==> config.mk <==
export PLATFORM = sky130hd
export DESIGN_NAME = pc_unit
export DESIGN_NICKNAME = d
export VERILOG_FILES = /design/src/rtl/pc_pkg.sv /design/src/rtl/pc_ras.sv /design/src/rtl/pc_unit.sv
export SDC_FILE = /design/constraint.sdc
export NUM_CORES = 1
export LEC_CHECK = 0
export ABC_AREA = 1
export ABC_CLOCK_PERIOD_IN_PS = 4200
export BUFFER_PORTS_ARGS = -buffer_cell sky130_fd_sc_hd__buf_2
export CORE_MARGIN = 2
export CORE_UTILIZATION = 47
export CTS_CLUSTER_DIAMETER = 120
export DETAILED_ROUTE_END_ITERATION = 10
export GPL_TIMING_DRIVEN = 0
export PLACE_DENSITY = 0.82
export SLEW_MARGIN = 40
export SYNTH_ARGS = -nofsm -noshare
export SYNTH_HDL_FRONTEND = slang
export SYNTH_SLANG_ARGS = --single-unit
==> constraint.sdc <==
create_clock -name clk -period 4.2 [get_ports clk]
set_clock_uncertainty 0.15 [all_clocks]
set_input_delay 0.21 -clock clk [delete_from_list [all_inputs] [get_ports clk]]
set_output_delay 0.21 -clock clk [all_outputs]
set_load 0.01 [all_outputs]
==> src/rtl/pc_pkg.sv <==
// Shared types and helpers for the fetch-stage program-counter unit.
`default_nettype none

package pc_pkg;

    localparam int PC_W_DEF = 6;
    localparam int INC_DEF  = 1;

    typedef enum logic [2:0] {
        SEL_HOLD   = 3'd0,
        SEL_JUMP   = 3'd1,
        SEL_BRANCH = 3'd2,
        SEL_RET    = 3'd3,
        SEL_SEQ    = 3'd4
    } pc_sel_t;

    // Sign-extends the low w bits of v to 32 bits; callers truncate to PC width.
    function automatic logic [31:0] sext(input logic [31:0] v, input int w);
        logic [31:0] hi_mask;
        hi_mask = 32'hFFFF_FFFF << w;
        return v[w-1] ? (v | hi_mask) : (v & ~hi_mask);
    endfunction

endpackage

`default_nettype wire

==> src/rtl/pc_ras.sv <==
// Circular hardware return-address stack; a push when full overwrites the
// oldest entry so the most recent RAS_DEPTH return addresses are kept.
`default_nettype none

module pc_ras #(
    parameter int PC_W      = 6,
    parameter int RAS_DEPTH = 4
) (
    input  logic            clk,
    input  logic            rst,
    input  logic            push,
    input  logic            pop,
    input  logic [PC_W-1:0] push_data,
    output logic [PC_W-1:0] top,
    output logic            empty,
    output logic            full
);

    localparam int PTR_W = $clog2(RAS_DEPTH);

    logic [PC_W-1:0]  mem [RAS_DEPTH];
    logic [PTR_W-1:0] wr_ptr;
    logic [PTR_W:0]   count;

    assign empty = (count == '0);
    assign full  = (count == (PTR_W+1)'(RAS_DEPTH));
    assign top   = mem[wr_ptr - PTR_W'(1)];

    always_ff @(posedge clk) begin
        if (rst) begin
            wr_ptr <= '0;
            count  <= '0;
        end else if (push) begin
            wr_ptr <= wr_ptr + PTR_W'(1);
            if (!full)
                count <= count + (PTR_W+1)'(1);
        end else if (pop && !empty) begin
            wr_ptr <= wr_ptr - PTR_W'(1);
            count  <= count - (PTR_W+1)'(1);
        end
    end

    // Storage needs no reset: occupancy is tracked by count alone.
    always_ff @(posedge clk) begin
        if (!rst && push)
            mem[wr_ptr] <= push_data;
    end

endmodule

`default_nettype wire

==> src/rtl/pc_unit.sv <==
// Fetch-stage program counter: next-PC select, PC register and RAS flags.
// Optional return-address stack enabled by defining PC_UNIT_RAS_EN.
`default_nettype none

module pc_unit
    import pc_pkg::*;
#(
    parameter int PC_W      = PC_W_DEF,
    parameter int INC       = INC_DEF,
    parameter int OFF_W     = 6,
    parameter int RESET_VEC = 0,
    parameter int RAS_DEPTH = 4
) (
    input  logic             clk,
    input  logic             rst,
    input  logic             stall,
    input  logic             branch_taken,
    input  logic [OFF_W-1:0] branch_off,
    input  logic             jump_valid,
    input  logic [PC_W-1:0]  jump_target,
    input  logic             call,
    input  logic             ret,
    output logic [PC_W-1:0]  pc_out,
    output logic [PC_W-1:0]  pc_next,
    output logic             ras_ovf,
    output logic             ras_unf
);

    pc_sel_t         sel;
    logic [PC_W-1:0] seq_pc;
    logic [PC_W-1:0] branch_pc;
    logic [PC_W-1:0] ras_top;
    logic            ras_empty;
    logic            ras_full;
    logic            ras_push;
    logic            ras_pop;

    assign seq_pc    = pc_out + PC_W'(INC);
    assign branch_pc = pc_out + PC_W'(sext(32'(branch_off), OFF_W));

`ifdef PC_UNIT_RAS_EN
    pc_ras #(
        .PC_W      (PC_W),
        .RAS_DEPTH (RAS_DEPTH)
    ) u_ras (
        .clk       (clk),
        .rst       (rst),
        .push      (ras_push),
        .pop       (ras_pop),
        .push_data (seq_pc),
        .top       (ras_top),
        .empty     (ras_empty),
        .full      (ras_full)
    );

    assign ras_push = !stall && jump_valid && call;
    assign ras_pop  = (sel == SEL_RET);
    // Underflow only when ret actually won arbitration against an empty stack.
    assign ras_unf  = !rst && !stall && !jump_valid && !branch_taken && ret && ras_empty;

    always_ff @(posedge clk) begin
        if (rst)
            ras_ovf <= 1'b0;
        else if (ras_push && ras_full)
            ras_ovf <= 1'b1;
    end
`else
    logic unused_ras_ok;
    assign unused_ras_ok = &{1'b0, call, ret, ras_push, ras_pop, ras_full};
    assign ras_top   = '0;
    assign ras_empty = 1'b1;
    assign ras_full  = 1'b0;
    assign ras_push  = 1'b0;
    assign ras_pop   = 1'b0;
    assign ras_unf   = 1'b0;
    assign ras_ovf   = 1'b0;
`endif

    always_comb begin
        sel = SEL_SEQ;
        if (stall)
            sel = SEL_HOLD;
        else if (jump_valid)
            sel = SEL_JUMP;
        else if (branch_taken)
            sel = SEL_BRANCH;
        else if (ret && !ras_empty)
            sel = SEL_RET;
    end

    always_comb begin
        pc_next = seq_pc;
        case (sel)
            SEL_HOLD:   pc_next = pc_out;
            SEL_JUMP:   pc_next = jump_target;
            SEL_BRANCH: pc_next = branch_pc;
            SEL_RET:    pc_next = ras_top;
            default:    pc_next = seq_pc;
        endcase
    end

    always_ff @(posedge clk) begin
        if (rst)
            pc_out <= PC_W'(RESET_VEC);
        else
            pc_out <= pc_next;
    end

endmodule

`default_nettype wire

# --- Word-level counts from Yosys, hierarchy flattened ---
# Cells that the tools add are included.
op_classes:
  n_addsub: 2
  n_eq_ne: 3
  mux: 5
  reduce_logical: 1
op_table:
  columns: ["op", "count"]
  rows:
  - ["case mux 6 bit (4 select lines)", 1]
  - ["2-to-1 mux 3 bit", 3]
  - ["adder 6 x 1 -> 6 bit, second input constant", 1]
  - ["adder 6 bit", 1]
  - ["equality test 3 x 2 -> 1 bit, second input constant", 2]
  - ["2-to-1 mux 6 bit", 1]
  - ["equality test 3 x 1 -> 1 bit, second input constant", 1]
  - ["logical NOT 3 bit", 1]
word_totals:
  reg_bits: 6

# --- Longest topological paths before layout ---
# Gate-level depths: netlist of run 1.
depth:
  ltp_word: 5
  mapped_depth: 15
  mapped_depth_nobuf: 14

# --- Worst setup path before layout of run 1 ---
# Ideal clock, no wire load.
synth_timing:
  path_type: "input to output"
  start: "input port stall"
  end: "output port pc_next[4]"
  arrival_ps: 1855
  required_ps: 3840
  setup_slack_ps: 1985
  cell_stages: 13
  cell_sequence: "buf_6 > nor2_8 > nand2_1 > or2_2 > ha_1 > inv_1 > fa_1 > inv_1 > nand3_1 > nand2_1 > or2_2 > nand3_1 > nand2_1"
synth_between:
  elab_chain_len: 3
  word_cells_on_any_way: 6
synth_rtl:
  columns: ["item", "line_no", "rtl"]
  rows:
  - ["start, declared", "pc_unit.sv:16", "input logic stall,"]
  - ["2-to-1 mux 3 bit (*)", "pc_unit.sv:81", "if (stall)"]
  - ["equality test 3 x 2 -> 1 bit (tied with other cells)", "pc_unit.sv:93", "case (sel)"]
  - ["case mux 6 bit (4 select lines) (*)", "pc_unit.sv:93", null]
  - ["end, declared", "pc_unit.sv:24", "output logic [PC_W-1:0] pc_next,"]
# Every way passes the cells marked *; elsewhere a longest branch is shown, timed or not.

# --- Final worst setup path of run 1 ---
layout_timing:
  start: "input port jump_valid"
  end: "output port pc_next[4]"
layout_between:
  elab_chain_len: 4
  word_cells_on_any_way: 7
layout_rtl:
  columns: ["item", "line_no", "rtl"]
  rows:
  - ["start, declared", "pc_unit.sv:19", "input logic jump_valid,"]
  - ["2-to-1 mux 3 bit (*)", "pc_unit.sv:83", "else if (jump_valid)"]
  - ["2-to-1 mux 3 bit (*)", "pc_unit.sv:81", null]
  - ["equality test 3 x 2 -> 1 bit (tied with other cells)", "pc_unit.sv:93", null]
  - ["case mux 6 bit (4 select lines) (*)", "pc_unit.sv:93", null]
# Marked as above.

==> results of run 1 <==
-- cells in the mapped netlist --
| library cell | number |
|---|---|
| nor2_8 | 1 |
| o21ai_0 | 2 |
| nand2_1 | 32 |
| buf_6 | 1 |
| nand3_2 | 2 |
| and2_1 | 1 |
| or2_0 | 1 |
| a21oi_1 | 6 |
| buf_4 | 2 |
| nor2_1 | 5 |
| or2_2 | 2 |
| nor2_4 | 1 |
| dfxtp_1 | 6 |
| nand4_1 | 2 |
| ha_1 | 5 |
| nor3_1 | 1 |
| a22o_2 | 3 |
| inv_1 | 22 |
| conb_1 | 1 |
| a21oi_2 | 1 |
| o221ai_1 | 1 |
| nand3_1 | 5 |
| fa_1 | 1 |
-- layout make-up --
cell class	instances	area share
multi-input cells	74	0.5179
repair buffers	27	0.1607
flip-flops and latches	6	0.1429
inverters	22	0.09821
plain buffers	3	0.03125
clock buffers	3	0.02679
well taps	15	0.02232
-- power by group --
| part | total (mW) | switching [mW] | internal [mW] |
|---|---|---|---|
| sequential | 0.0641 | 0.00333 | 0.0608 |
| clock | 0.0542 | 0.0218 | 0.0324 |
| combinational | 0.0628 | 0.0355 | 0.0273 |
| total | 0.181 | 0.0606 | 0.120 |
-- per-layer routing --
| layer | routed length [µm] | share of wire | vias up | global-route usage |
|---|---|---|---|---|
| met2 | 856 | 0.53 | 19 | 0.3750 |
| met4 | 17 | 0.010 | 0 | 0.05806 |
| met3 | 51 | 0.031 | 4 | 0.01304 |
| met5 | 0 | 0 | - | 0 |
| met1 | 697 | 0.43 | 342 | 0.2246 |
| li1 | - | - | 386 | - |
-- stage by stage --
step                utilization  cells  hold WS [ps]  setup WS, ps
floorplan                     -    105         122.4          1985
global placement         0.6288    147         290.2          1707
detailed placement       0.6288    147         296.4          1682
CTS                      0.6462    150         44.34          1688
global route             0.6462    150         51.58          1547
finish                   0.6462    150         44.83          1670
-- kinds of logic (layout without fill, tap and decap cells) --
logic type      Yosys count  in the layout  share of synthesized area
compound gates           13             13                     0.1326
fa+ha+maj                 6              6                     0.1250
buf+inv                  25             55                     0.1648
flops                     6              6                     0.1818
other cells               1              2                   0.005676
simple gates             53             53                     0.3902
-- worst min-delay path by stage --
| stage | from | slack (ps) | to |
|---|---|---|---|
| finish | rst | 40 | pc_out[5] |
| detailed placement | rst | 300 | pc_out[5] |
| global placement | rst | 290 | pc_out[5] |
| floorplan | rst | 120 | pc_out[5] |
| global route | rst | 50 | pc_out[5] |
| CTS | rst | 40 | pc_out[5] |
-- worst register-to-register path, cell delays in order (launching register included) --
cell and delay, ps:
dfxtp_1 360, ha_1 180, inv_1 70, fa_1 360, inv_1 90, nand3_1 70
nand2_1 90, or2_2 100, nand3_1 90, a21oi_1 130
==> impl_results.md, run 1 <==
* Outcome: completed
* First-pass GRT wire length at 2691 µm
* Worst setup SP type: input pin
* Layout filler cell count at 133
* Largest Register: pc_out
* Max stage delay on crit path at 300 ps
* Worst-path fanout max at 9
* Biggest registers after layout: pc_out: 6 flops
* Vias at 751
* Period utilization at 0.6023
* Mapped Avg Cell Area at 6.352 µm²
* Crit path required time at 3840 ps
* Root Driver: clkbuf_4
* Reg2reg path depth at 9
* WL/cell at 10.81 µm
* Synth top area share at 0.1818
* GRT Overall Usage at 0.1948
* Dpl hpwl at 1361 µm
* Final setup viols at 0
* Die W at 41.49 µm
* Core area at 1301 µm²
* Multi-input gate area at 435.4 µm²
* Reg2reg setup slack at 2450 ps
* Start point of the critical path: jump_valid
* Crit path kind: input pin to output pin
* Unique masters post-synth at 23
* Starting DRT DRC Count at 10
* Die area at 1721 µm²
* Most common cell after layout, fill and taps aside: nand2_1
* Worst r2r dst: pc_out[4]
* Vias in the first global route at 667
* Min cycle time layout at 2530 ps
* Fin nets at 162
* CTS tree: built
* IO Port Bufs at 27
* CP max-delay cell: or2_2
* Most frequent CP cell: nand2_1
* Drt drc at 0
* Placement Cell Area at 818.3 µm²
* Via-per-instance ratio at 5.007
* Antenna Nets Post-Route at 0
* Hold Buf Count CTS at 0
* CP Buf/Inv Count at 4
* Num CTS Buffers at 3
* # rows at 13
* Worst hold path depth at 2
* Initial antenna violation count at 0
* Mapped Cells at 104
* Die H at 41.49 µm
* Setup bufs post-CTS at 0
* Crit. End Element: output pin
* Yosys warns at 0
* FF+latch count, synth at 6
* Io pins at 33
* Worst min-delay path class: input pin to flop
* Crit path DAT at 2170 ps
* Drt pass-1 iters at 4
* Largest cells by area after synthesis: dfxtp_1, nand2_1, inv_1
* Layout cells sized above 1 at 0.3185
* Number of flip-flops in the largest register at 6
* Power Density at 215.4 nW/µm²
* Initial Util at 0.5077
* Mapped Area at 660.6 µm²
* MaxCap Viol Count at 0
* Yosys top cell by area: dfxtp_1
* Final Max Tran Viols at 0
* Routed WL at 1622 µm
* Most frequent cells in the layout: nand2_1, buf_2, inv_1
* Worst path cell trace: buf_2 -> nor2_8 -> nand2_1 -> or2_2 -> ha_1 -> inv_1 -> fa_1 -> inv_1 -> nand3_1 -> nand2_1 -> or2_2 -> nand3_1 -> nand2_1 -> buf_2
* F_max at 395.3 MHz
* N_diodes at 0
* Worst Setup EP: pc_next[4]
* Worst-Skew Late Latency at 240 ps
* Design Area, Final at 840.8 µm²
* Synth-to-layout area growth at 27.27%
* RSZ-0062 raised after global routing: no
* Worst ir drop on vdd at 0.2101 mV
* Pleak at 0.5407 nW
* Sequential standard cell area at 120.1 µm²
* Htree depth at 1
* RD Place Congestion at 0.7552
* Sequential cell area fraction in the yosys report at 0.1818
* Post-cts resize count at 0
* Overflow after GRT at 0
* Total negative slack at 0 ps
* Top delay family on crit path: simple AND/OR/NAND/NOR gates
* Power Total at 0.1811 mW
* Clock sink count at 6
* Fin. Hold Viols at 0
* Stages on worst setup path at 14
* Largest net degree at the start of global routing at 10
* Clock slew at reported path FFs at 50 ps
* Clock tree buffer depth at 2
* R2r startpoint: pc_out[0]
No activity file was read; power rests on OpenSTA's default activity.
==> run 2, diff against run 1 <==
--- a/config.mk
+++ b/config.mk
@@ -6,14 +6,14 @@
 export NUM_CORES = 1
 export LEC_CHECK = 0
 export ABC_AREA = 1
-export ABC_CLOCK_PERIOD_IN_PS = 4200
+export ABC_CLOCK_PERIOD_IN_PS = 2510
 export BUFFER_PORTS_ARGS = -buffer_cell sky130_fd_sc_hd__buf_2
 export CORE_MARGIN = 2
-export CORE_UTILIZATION = 47
+export CORE_UTILIZATION = 44
 export CTS_CLUSTER_DIAMETER = 120
 export DETAILED_ROUTE_END_ITERATION = 10
 export GPL_TIMING_DRIVEN = 0
-export PLACE_DENSITY = 0.82
+export PLACE_DENSITY = 0.77
 export SLEW_MARGIN = 40
 export SYNTH_ARGS = -nofsm -noshare
 export SYNTH_HDL_FRONTEND = slang
==> constraint.sdc (replaced) <==
create_clock -name clk -period 2.51 [get_ports clk]
set_clock_uncertainty 0.15 [all_clocks]
set_input_delay 0.1255 -clock clk [delete_from_list [all_inputs] [get_ports clk]]
set_output_delay 0.1255 -clock clk [all_outputs]
set_load 0.01 [all_outputs]
==> run 2 against run 1 <==
Effect of this change: cell area is 1.5% higher; clock power increased by 67%; die area up 6.2%; first-iteration DRC count up 20%; worst hold slack better by 6.3 ps; non-clock buffer count up 1; register-to-register slack worse by 1700 ps; final cell count is 0.67% higher; global-route usage decreased by 1.5 points; via count shrank 3.9%; critical path depth unchanged; highest routed layer unchanged.
==> impl_results.md, run 2 (synthesis results as in run 1) <==
* Clock tree buffer depth at 2 (unchanged)
* Final Max Tran Viols at 0 (unchanged)
* Io pins at 33 (unchanged)
* Antenna Nets Post-Route at 0 (unchanged)
* Worst setup SP type: input pin
* R2r startpoint: pc_out[0]
* Vias at 722 (-3.9%)
* Starting DRT DRC Count at 12 (+2)
* Worst ir drop on vdd at 0.2873 mV (+37%)
* Htree depth at 1 (unchanged)
* Die W at 42.75 µm (+3.0%)
* Worst-path fanout max at 9 (unchanged)
* Crit. End Element: output pin
* F_max at 433.1 MHz
* Clock slew at reported path FFs at 40 ps (about the same)
* Worst-Skew Late Latency at 250 ps (about the same)
* Number of flip-flops in the largest register at 6 (unchanged)
* Power Density at 355.2 nW/µm² (+65%)
* Num CTS Buffers at 3 (unchanged)
* NetSw at 0.1004 mW (+66%)
* Outcome: completed
* Clock sink count at 6 (unchanged)
* Crit path kind: input pin to output pin
* Overflow after GRT at 0 (unchanged)
* Layout filler cell count at 131 (-1.5%)
* Switching part of the total at 0.3312 (-0.003589)
* Die H at 42.75 µm (+3.0%)
* Worst min-delay path class: input pin to flop
* Die area at 1828 µm² (+6.2%)
* Biggest registers after layout: pc_out: 6 flops
* Hold Crit Endpoint: pc_out[1]
* Final setup viols at 0 (unchanged)
* Period utilization at 0.9198
* WL/cell at 9.881 µm (-8.6%)
* Reg2reg setup slack at 770 ps (-1680 ps)
* Largest Register: pc_out
* Via-per-instance ratio at 4.781 (-4.5%)
* Crit path DAT at 2030 ps (-140 ps)
* Most frequent cells in the layout: nand2_1, buf_2, inv_1
* Synth-to-layout area growth at 29.17%
* # rows at 13 (unchanged)
* Reg power frac at 0.353 (about the same)
* Dpl hpwl at 1295 µm (-4.9%)
* RD Place Congestion at 0.7498 (-0.72%)
* Fin. Hold Viols at 0 (unchanged)
* MaxCap Viol Count at 0 (unchanged)
* Power Total at 0.3031 mW (+67%)
* Total negative slack at 0 ps (unchanged)
* GRT Overall Usage at 0.1793 (-0.01548)
* Clock power frac at 0.299 (about the same)
* Routed WL at 1492 µm (-8.0%)
* IO Port Bufs at 27 (unchanged)
* Drt pass-1 iters at 4 (unchanged)
* CTS tree: built
* Min cycle time layout at 2309 ps
* Setup bufs post-CTS at 0 (unchanged)
* First-pass GRT wire length at 2518 µm (-6.4%)
* Worst r2r dst: pc_out[4]
* Layout cells sized above 1 at 0.3235 (+0.005011)
* Fin nets at 163 (+0.62%)
* Pleak at 0.5454 nW (+0.87%)
* RSZ-0062 raised after global routing: no
* Most common cell after layout, fill and taps aside: nand2_1
* Initial Util at 0.4893 (-0.01835)
* Reg2reg path depth at 9 (unchanged)
* Root Driver: clkbuf_4
* Drt drc at 0 (unchanged)
* Int Power at 0.2027 mW (+68%)
* Worst hold path depth at 5 (+3)
* Initial antenna violation count at 0 (unchanged)
* Layout Utilization at 0.6321 (-0.01409)
* Crit path required time at 2230 ps (-1610 ps)
* N_diodes at 0 (unchanged)
* Combinational share of power at 0.347 (about the same)
* Largest net degree at the start of global routing at 10 (unchanged)
* Vias in the first global route at 668 (+0.15%)
* Core area at 1350 µm² (+3.7%)
* Worst hold start: jump_target[1]
run 2: cell count changes in the layout (fill, tap and decap cells not counted):
cell,before,now
dlygate4sd3_1,0,1
nand2_1,32,31
nand2_2,0,1
run 2: worst max-delay path: stages:
cell     delay (ps)
buf_2           140
nor2_8          180
nand2_2         110
or2_2           290
ha_1            200
inv_1            90
fa_1            160
inv_1            60
nand3_1          60
nand2_1          70
or2_2           270
nand3_1          90
nand2_1          60
buf_2           130
run 2: power by group through the flow:
stage	clock network (mW)	registers [mW]	logic, mW
final	0.0907	0.107	0.105
after global routing	0.0957	0.108	0.119
after CTS	0.0938	0.107	0.105
after detailed placement	0	0.109	0.103
after global placement	0	0.109	0.101
after floorplan	0	0.111	0.0617
run 2: worst max path at each step:
stage                    start    endpoint  slack (ps)  depth (start not counted)
floorplan                stall   pc_out[1]         440                         10
global placement    jump_valid  pc_next[4]         180                         14
detailed placement  jump_valid  pc_next[4]         130                         14
CTS                 jump_valid  pc_next[4]         140                         14
global route        jump_valid  pc_next[4]           7                         14
finish              jump_valid  pc_next[4]         200                         14
run 2: cell type report:
cell class,count,area [µm²],share of cell area
tap,15,18.77,0.02199
sequential,6,120.1,0.1408
multi-input combinational,74,437.9,0.5132
buffer,3,26.28,0.03079
clock buffer,3,22.52,0.02639
timing repair buffer,28,145.1,0.1701
inverter,22,82.58,0.09677
run 2: stage by stage:
stage	hold slack, ps	setup WS, ps	instance area, µm²	cells
after floorplan	37.94	436.1	664.4	105
after global placement	207.9	183.5	818.3	147
after detailed placement	206.1	134.4	818.3	147
after CTS	47.97	137.3	850.8	151
after global routing	90.77	7.198	853.3	151
final	51.18	201.3	853.3	151
run 2: timing repair:
action	CTS	global route
endpoints found under the setup margin	0	1
hold endpoints to repair	4	0
hold buffers	1	0
resized for setup	0	1
run 2: metal layers:
| layer | share of wire | up-vias | track usage |
|---|---|---|---|
| li1 | - | 388 | - |
| met1 | 0.43 | 315 | 0.2005 |
| met2 | 0.51 | 17 | 0.3303 |
| met3 | 0.043 | 2 | 0.01277 |
| met4 | 0.013 | 0 | 0.09375 |
| met5 | 0 | - | 0 |
==> run 3, diff against run 2 <==
--- a/config.mk
+++ b/config.mk
@@ -9,11 +9,12 @@
 export ABC_CLOCK_PERIOD_IN_PS = 2510
 export BUFFER_PORTS_ARGS = -buffer_cell sky130_fd_sc_hd__buf_2
 export CORE_MARGIN = 2
-export CORE_UTILIZATION = 44
+export CORE_UTILIZATION = 46
+export CTS_BUF_LIST = sky130_fd_sc_hd__clkbuf_8
 export CTS_CLUSTER_DIAMETER = 120
 export DETAILED_ROUTE_END_ITERATION = 10
 export GPL_TIMING_DRIVEN = 0
-export PLACE_DENSITY = 0.77
+export PLACE_DENSITY = 0.8
 export SLEW_MARGIN = 40
 export SYNTH_ARGS = -nofsm -noshare
 export SYNTH_HDL_FRONTEND = slang
==> constraint.sdc (replaced) <==
create_clock -name clk -period 2.51 [get_ports clk]
set_clock_uncertainty 0.15 [all_clocks]
set_input_delay 0 -clock clk [delete_from_list [all_inputs] [get_ports clk]]
set_output_delay 0 -clock clk [all_outputs]
set_load 0.01 [all_outputs]
==> run 3 against run 2 <==
Effect of this change: sequential power about the same; largest cell class unchanged; die area fell by 4.0%; critical endpoint unchanged; critical path depth did not move; wire length rose by 13%; combinational power rose by 4%; global-route usage grew 4.6 points; clock power is 55% higher.
==> impl_results.md, run 3 (synthesis results as in run 1) <==
* Outcome: completed
* Largest Register: pc_out
* Crit path required time at 2360 ps (+130 ps)
* MaxCap Viol Count at 0 (unchanged)
* Clock sink count at 6 (unchanged)
* Placement Cell Area at 818.3 µm² (unchanged)
* Most common cell after layout, fill and taps aside: nand2_1
* Dpl hpwl at 1370 µm (+5.8%)
* Htree depth at 1 (unchanged)
* Routed WL at 1691 µm (+13%)
* Fin. Hold Viols at 0 (unchanged)
* Crit path DAT at 1970 ps (-60 ps)
* Max stage delay on crit path at 300 ps (about the same)
* Most frequent CP cell: nand2_1
* Synth-to-layout area growth at 34.66%
* Final Max Tran Viols at 0 (unchanged)
* Fin nets at 165 (+1.2%)
* N_diodes at 0 (unchanged)
* Worst min-delay path class: input pin to flop
* Most frequent cells in the layout: nand2_1, buf_2, inv_1
* Core area at 1318 µm² (-2.4%)
* Die W at 41.90 µm (-2.0%)
* Crit path kind: input pin to output pin
* Number of flip-flops in the largest register at 6 (unchanged)
* F_max at 472.3 MHz (+9.0%)
* Num CTS Buffers at 3 (unchanged)
* CTS tree: built
* RSZ-0062 raised after global routing: no
* Worst-path fanout max at 9 (unchanged)
* Crit. End Element: output pin
* Clock tree buffer depth at 2 (unchanged)
* Root Driver: clkbuf_8
* Pleak at 0.5610 nW (+2.9%)
* Total negative slack at 0 ps (unchanged)
* Clock slew at reported path FFs at 30 ps (about the same)
* Drt drc at 0 (unchanged)
* Final setup viols at 0 (unchanged)
* Io pins at 33 (unchanged)
* Antenna Nets Post-Route at 0 (unchanged)
* CP max-delay cell: or2_2
* First-pass GRT wire length at 3084 µm (+22%)
* Post-cts resize count at 0 (unchanged)
* Worst ir drop on vdd at 0.3038 mV (+5.7%)
* RD Place Congestion at 0.7501 (about the same)
* CP Buf/Inv Count at 4 (unchanged)
* Layout cells sized above 1 at 0.3116 (-0.01194)
* Worst-Skew Late Latency at 220 ps (-30 ps)
* Initial Util at 0.5014 (+0.01208)
* Vias at 756 (+4.7%)
* Sequential standard cell area at 120.1 µm² (unchanged)
* Final WS setup at 392.9 ps (+191.6 ps)
* Overflow after GRT at 0 (unchanged)
* Largest net degree at the start of global routing at 10 (unchanged)
* Design Area, Final at 889.6 µm² (+4.3%)
* Starting DRT DRC Count at 16 (+4)
* Min cycle time layout at 2117 ps (-191.6 ps)
* Power Total at 0.3581 mW (+18%)
* Worst setup SP type: input pin
* Die area at 1755 µm² (-4.0%)
* Via-per-instance ratio at 4.941 (+3.3%)
* Initial antenna violation count at 0 (unchanged)
* Die H at 41.90 µm (-2.0%)
* Drt pass-1 iters at 4 (unchanged)
* Vias in the first global route at 814 (+22%)
* Top delay family on crit path: simple AND/OR/NAND/NOR gates
* Period utilization at 0.8435 (-0.07632)
* Multi-input gate area at 435.4 µm² (-0.57%)
* Power Density at 402.6 nW/µm² (+13%)
* WL/cell at 11.05 µm (+12%)
* Layout filler cell count at 113 (-14%)
* Biggest registers after layout: pc_out: 6 flops
* Worst path cell trace: buf_2 -> nor2_8 -> nand2_1 -> or2_2 -> ha_1 -> inv_1 -> fa_1 -> inv_1 -> nand3_1 -> nand2_1 -> or2_2 -> nand3_1 -> nand2_1 -> buf_2
* GRT Overall Usage at 0.2257 (+0.04643)
* IO Port Bufs at 27 (unchanged)
* Place WS at 406.0 ps (+271.6 ps)
* # rows at 13 (unchanged)
==> run 3: path summary, 6_finish.rpt <==
path	slack [ps]	end	from	cells after the start
max reg2reg	780	pc_out[4]	pc_out[0]	9
min reg2reg	450	pc_out[0]	pc_out[0]	4
max	390	pc_next[4]	jump_valid	14
min	20	pc_out[0]	stall	5
==> run 3: metal layers <==
layer  up-vias  GRT usage  share of wire
li1        388          -              -
met1       334     0.2440           0.43
met2        28     0.4063           0.51
met3         6    0.01304          0.031
met4         0     0.1677          0.028
met5         -          0              0
==> run 3: timing repair <==
item | 4_1_cts | 5_1_grt
hold buffers | 3 | 0
endpoints found under the hold margin | 6 | 0
setup endpoints to repair | 0 | 0
setup buffers | 0 | 0
==> run 3: cell type report <==
cell class,instances,share of cell area
buffer,3,0.02954
inverter,22,0.09283
clock buffer,3,0.04641
sequential,6,0.1350
timing repair buffer,30,0.1857
multi-input combinational,74,0.4895
tap,15,0.02110
==> run 3: per-stage QoR <==
stage / instances / util / hold WS [ps]
floorplan: 105 / - / -87.56
global placement: 147 / 0.6211 / 79.81
detailed placement: 147 / 0.6211 / 84.37
CTS: 153 / 0.6752 / 7.800
global route: 153 / 0.6752 / 32.71
finish: 153 / 0.6752 / 16.13
==> run 3: power by group <==
part	internal, mW	leakage (nW)	switching (mW)	total, mW
Sequential	0.102	0.0492	0.00532	0.107
Combinational	0.0486	0.490	0.0607	0.109
Clock	0.103	0.0216	0.0387	0.141
==> run 3: worst min-delay path: stages <==
cell and delay [ps]:
buf_6 120, nand2_1 60, nand3_1 80, nand2_1 50
inv_1 40
